===== config.mk =====
export PLATFORM = sky130hd
export DESIGN_NAME = robertson_dp
export DESIGN_NICKNAME = d
export VERILOG_FILES = /design/src/rtl/robertson_pkg.sv /design/src/rtl/robertson_addsub.sv /design/src/rtl/robertson_dp.sv
export SDC_FILE = /design/constraint.sdc
export NUM_CORES = 1
export LEC_CHECK = 0
export BUFFER_PORTS_ARGS = -buffer_cell sky130_fd_sc_hd__buf_2
export CORE_MARGIN = 2
export CORE_UTILIZATION = 45
export DETAILED_ROUTE_END_ITERATION = 16
export MAX_ROUTING_LAYER = met4
export SLEW_MARGIN = 25
export SYNTH_ARGS = -nofsm -noshare
export SYNTH_HDL_FRONTEND = slang
export SYNTH_SLANG_ARGS = --single-unit

===== constraint.sdc =====
create_clock -name clk -period 2.65 [get_ports clk]
set_clock_uncertainty 0.05 [all_clocks]
set_input_delay 0.795 -clock clk [delete_from_list [all_inputs] [get_ports clk]]
set_output_delay 0.795 -clock clk [all_outputs]
set_load 0.02 [all_outputs]

===== src/rtl/robertson_pkg.sv =====
// Shared definitions for the Robertson signed multiplier: the default operand
// width and the control word layout used by both the CU and the datapath.
package robertson_pkg;

  // Default operand width in bits.
  localparam int N_DEFAULT = 8;

  // Bit positions inside the 8-bit control word.
  localparam int C_INIT  = 0;
  localparam int C_LOADM = 1;
  localparam int C_ADD   = 2;
  localparam int C_SHIFT = 3;
  localparam int C_INC   = 4;
  localparam int C_SUB   = 5;
  localparam int C_OUTA  = 6;
  localparam int C_OUTQ  = 7;

  typedef logic [7:0] ctrl_t;

endpackage : robertson_pkg


===== src/rtl/robertson_addsub.sv =====
// W-bit adder/subtractor shared by the ADD and SUB (final correction) steps.
// Subtraction is done as x + ~y + 1 so a single carry chain serves both.
module robertson_addsub #(
  parameter int W = 9
) (
  input  logic [W-1:0] x,
  input  logic [W-1:0] y,
  input  logic         sub,
  output logic [W-1:0] sum
);

  logic [W-1:0] y_eff;

  // Conditionally invert y; the carry-in completes the two's complement.
  always_comb begin
    y_eff = y ^ {W{sub}};
    sum   = x + y_eff + W'(sub);
  end

endmodule : robertson_addsub


===== src/rtl/robertson_dp.sv =====
// Datapath of the Robertson signed multiplier. Holds M, Q, A, the sign
// extension bit F and the iteration counter; every register update is driven
// by one bit of the control word coming from the CU.
module robertson_dp
  import robertson_pkg::*;
#(
  parameter int N  = N_DEFAULT,
  parameter int CW = $clog2(N)
) (
  input  logic         clk,
  input  logic         rst,
  input  ctrl_t        c,
  input  logic [N-1:0] inbus,
  output logic [N-1:0] outbus,
  output logic         q0,
  output logic         count
);

  logic [N-1:0]  a_q, a_d;
  logic [N-1:0]  q_q, q_d;
  logic [N-1:0]  m_q, m_d;
  logic          f_q, f_d;
  logic [CW-1:0] cnt_q, cnt_d;
  logic [N-1:0]  out_q, out_d;

  logic [N:0]    fa_sum;
  logic          do_add, do_sub;

  assign do_add = c[C_ADD];
  assign do_sub = c[C_SUB];

  // {F,A} +/- sign-extended M, computed in N+1 bits so the product never
  // overflows, even for the most-negative times most-negative operand pair.
  robertson_addsub #(
    .W (N + 1)
  ) u_addsub (
    .x   ({f_q, a_q}),
    .y   ({m_q[N-1], m_q}),
    .sub (do_sub),
    .sum (fa_sum)
  );

  // Next-state logic: INIT wins over arithmetic, arithmetic wins over SHIFT.
  // NOTE: every output of this block gets a hold value first, so no path
  // leaves a signal unassigned and no latch is inferred.
  always_comb begin
    a_d   = a_q;
    f_d   = f_q;
    q_d   = q_q;
    m_d   = m_q;
    cnt_d = cnt_q;
    out_d = out_q;

    if (c[C_INIT]) begin
      a_d   = '0;
      f_d   = 1'b0;
      q_d   = inbus;
      cnt_d = '0;
    end else begin
      // ADD and SUB together is an illegal word: A and F simply hold.
      if (do_add || do_sub) begin
        if (do_add ^ do_sub) begin
          {f_d, a_d} = fa_sum;
        end
      end else if (c[C_SHIFT]) begin
        a_d = {f_q, a_q[N-1:1]};
      end

      if (c[C_SHIFT]) begin
        q_d = {a_q[0], q_q[N-1:1]};
      end

      if (c[C_INC]) begin
        cnt_d = cnt_q + CW'(1);
      end
    end

    if (c[C_LOADM]) begin
      m_d = inbus;
    end

    // OUTA and OUTQ together is an illegal word: the bus holds.
    if (c[C_OUTA] ^ c[C_OUTQ]) begin
      out_d = c[C_OUTA] ? a_q : q_q;
    end
  end

  // State registers with asynchronous clear; reset aborts any multiplication.
  // NOTE: sequential state uses non-blocking assignments so every register
  // samples the pre-edge values regardless of statement order.
  always_ff @(posedge clk or posedge rst) begin
    if (rst) begin
      a_q   <= '0;
      q_q   <= '0;
      m_q   <= '0;
      f_q   <= 1'b0;
      cnt_q <= '0;
      out_q <= '0;
    end else begin
      a_q   <= a_d;
      q_q   <= q_d;
      m_q   <= m_d;
      f_q   <= f_d;
      cnt_q <= cnt_d;
      out_q <= out_d;
    end
  end

  assign outbus = out_q;
  assign q0     = q_q[0];
  assign count  = (cnt_q == CW'(N - 1));

  // Flag illegal control words from the CU in simulation.
  always @(posedge clk) begin
    if (!rst) begin
      assert (!(c[C_ADD] && c[C_SUB]))
        else $warning("robertson_dp: illegal control word, ADD and SUB together");
      assert (!(c[C_OUTA] && c[C_OUTQ]))
        else $warning("robertson_dp: illegal control word, OUTA and OUTQ together");
    end
  end

endmodule : robertson_dp


==> qor.yml <==
die:
  core_region_area_um2: 4750
  die-area_um2: 5520
  die_h_um: 74.3
  num_io_pins: 28
  start_util_pct: 46.8
  die_w_um: 74.3
  row_count: 25
clock_tree:
  clockRootBuffer: "clkbuf_8"
  insertion_delay_ns: 0.29
  path_clk_slew_ns: 0.08
  cts_max_path_buffers: 2
  numCtsBuffers: 5
  ctsHoldBuffers: 0
  postCtsSetupRepairBufs: 0
  h-tree-depth: 2
  clock-sinks: 36
  cts_resized: 0
  cts_tree: "built"
sta:
  hold_violations: 0
  slew_headroom_pct: 68.5
  setup_viol: 0
  max_freq_mhz: 426
  setup_tns_ns: 0
  maxSlewViolCount: 0
  worst_pin_slew_ns: 0.472
  rsz0062_at_grt: "false"
  period_minus_slack_ns: 2.35
  period_share_pct: 88.6
routing:
  wirelength_um: 4710
  antenna_left: 0
  num_vias: 1644
  detail_route.iter0.violations: 52
  viasPerCell: 5.22
  drc: 0
  first_pass_iters: 4
  wl_per_cell_um: 14.9
setup_path:
  worstSetupPathType: "primary input to register"
  startpoint: "c[5]"
  critPathCaptureType: "register"
  crit_slowest_cell: "fa_1"
  critical-path-top-delay-family: "compound AO/OA/AOI/OAI gates"
  crit_buf_inv: 1
  crit_fanout: 9
  worstPathRequired_ns: 2.79
  cpPeakStageDelay_ns: 0.41
  reg2reg_from: "m_q[0]$_DFFE_PP0P_"
  cp.arrival_ns: 2.49
  start_kind: "primary input"
  crit_chain: "buf_2 > mux2_4 > fa_1 > nand3_1 > a21boi_0 > mux2i_1 > o21a_1 > o31ai_1"
yosys:
  synth_edf_count: 0
  synth-adder-area-share_pct: 6.52
  synth_top_area_cell: "dfrtp_1"
  syn_inst: 221
  synth-seq-cells: 36
  synthSimpleGateAreaFrac_pct: 13.7
  synth_cell_types: 38
  synth_top_area_share_pct: 40.5
  synth_flop_cell: "dfrtp_1"
  synth_async_sr_flop_share_pct: 100
  yosys_warnings: 0
  synth_seq_area_share_pct: 40.5
  yosys.area_share.xor_xnor_pct: 3.54
  ys_top_cells_by_area: "dfrtp_1 40%, mux2i_1 9.9%, ha_1 5.6%"
  syn_nets: 250
  synth_top_family_by_area: "compound AO/OA/AOI/OAI gates"
  netlist_area_um2: 2220
  synth.avg_cell_area_um2: 10.1
  synth_compound_area_share_pct: 16.6
  muxShareOfSynthArea_pct: 15.1
run:
  max_cap_violations: 0
finish:
  multi_input_area_um2: 1230
  final_cells: 315
  layout-drive-gt1-share_pct: 21.4
  syn_to_final_growth_pct: 13.4
  layout_commonest_cell: "dfrtp_1"
  nFillCells: 450
  antennaDiodeCount: 0
  nets: 276
  final_cell_mix: "36 x dfrtp_1, 27 x buf_2, 22 x mux2i_1"
  regArea_um2: 901
place:
  hpwl_um: 3460
  portBuffers: 27
  dp_cells: 307
  gp_congestion: 0.880
global_route:
  grt_pass1_vias: 1643
  antenna_found_initial: 0
  grt_pass1_wl_um: 8040
  grt_util_all_layers_pct: 20.3
  grt_overflow: 0
  grt_start_max_net_pins: 37
power:
  p_leak_nw: 1.17
  p_per_area_nw_per_um2: 766
  irDropWorstVdd_v: 0.000366
worst_hold_path:
  hold_path_class: "register to register"
  holdCritStartpoint: "cnt_q[2]$_DFFE_PP0P_"
outcome:
  status: "finished, final reports clean"
routing by layer:
layer | vias to the layer above | wire length, um | GRT usage [%]
li1 | 851 | - | -
met1 | 767 | 2380 | 26.1
met2 | 21 | 2170 | 32.6
met3 | 5 | 108 | 3.66
met4 | 0 | 46 | 6.75
met5 | - | 0 | -
registers in the layout, summed over array words and instances (netlist names):
| signal | flops |
|---|---|
| f_q | 1 |
| outbus | 8 |
| a_q | 8 |
| q_q | 8 |
| cnt_q | 3 |
| m_q | 8 |
path summary, 6_finish.rpt:
path | endpoint | cells past startpoint | slack [ns]
hold reg to reg | cnt_q[2]$_DFFE_PP0P_ | 2 | 0.48
setup reg to reg | a_q[6]$_DFFE_PP0P_ | 7 | 0.53
hold / removal | cnt_q[2]$_DFFE_PP0P_ | 2 | 0.48
setup / recovery | a_q[6]$_DFFE_PP0P_ | 8 | 0.30
min in group asynchronous | cnt_q[2]$_DFFE_PP0P_ | 3 | 0.55
max in group asynchronous | outbus[3]$_DFFE_PP0P_ | 3 | 1.66
stage by stage:
step	power [W]	setup slack, ns	cell area, um^2	hold slack [ns]	utilization (%)
floorplan	0.00129	0.213	2220	0.440	-
global placement	0.00145	0.0772	2410	0.458	50.7
detailed placement	0.00146	0.0145	2410	0.469	50.7
CTS	0.00195	0.317	2520	0.488	53.1
global route	0.00208	0.161	2520	0.507	53.1
finish	0.00193	0.303	2520	0.482	53.1
worst reg2reg max path, cell delays in order, from the launching register on:
cell and delay (ns):
dfrtp_1 0.43, mux2_4 0.34, fa_1 0.41, nand3_1 0.13
a21boi_0 0.15, mux2i_1 0.15, o21a_1 0.18, o31ai_1 0.19
report_power, final:
group	switching [W]	internal, W
clock network	0.000209	0.000279
logic	0.000370	0.000324
registers	0.000106	0.000645
total	0.000685	0.00125
cell usage after synthesis, drive strengths merged (5+ instances only):
| library cell | number |
|---|---|
| dfrtp | 36 |
| mux2i | 22 |
| nand2 | 17 |
| a21oi | 15 |
| o21ai | 15 |
| nor2b | 11 |
| a211oi | 10 |
| ha | 10 |
| mux2 | 10 |
| clkbuf | 9 |
| nor2 | 8 |
| xor2 | 6 |
| inv | 5 |
| o31ai | 5 |
logic make-up after synthesis:
kind of cell             Yosys count
AO/OA/AOI/OAI                     58
XOR/XNOR                           9
adder cells (fa/ha/maj)           11
buffers and inverters             18
flip-flops                        36
multiplexers                      32
AND/OR/NAND/NOR                   57
cell type report:
| class | instances | area share (%) |
|---|---|---|
| Clock inverter | 3 | 1.69 |
| Inverter | 5 | 0.744 |
| Sequential cell | 36 | 35.7 |
| Timing Repair Buffer | 32 | 6.85 |
| Clock buffer | 5 | 2.73 |
| Multi-Input combinational cell | 167 | 49.0 |
| Tap cell | 67 | 3.32 |
No activity file was read; power rests on OpenSTA's default activity.
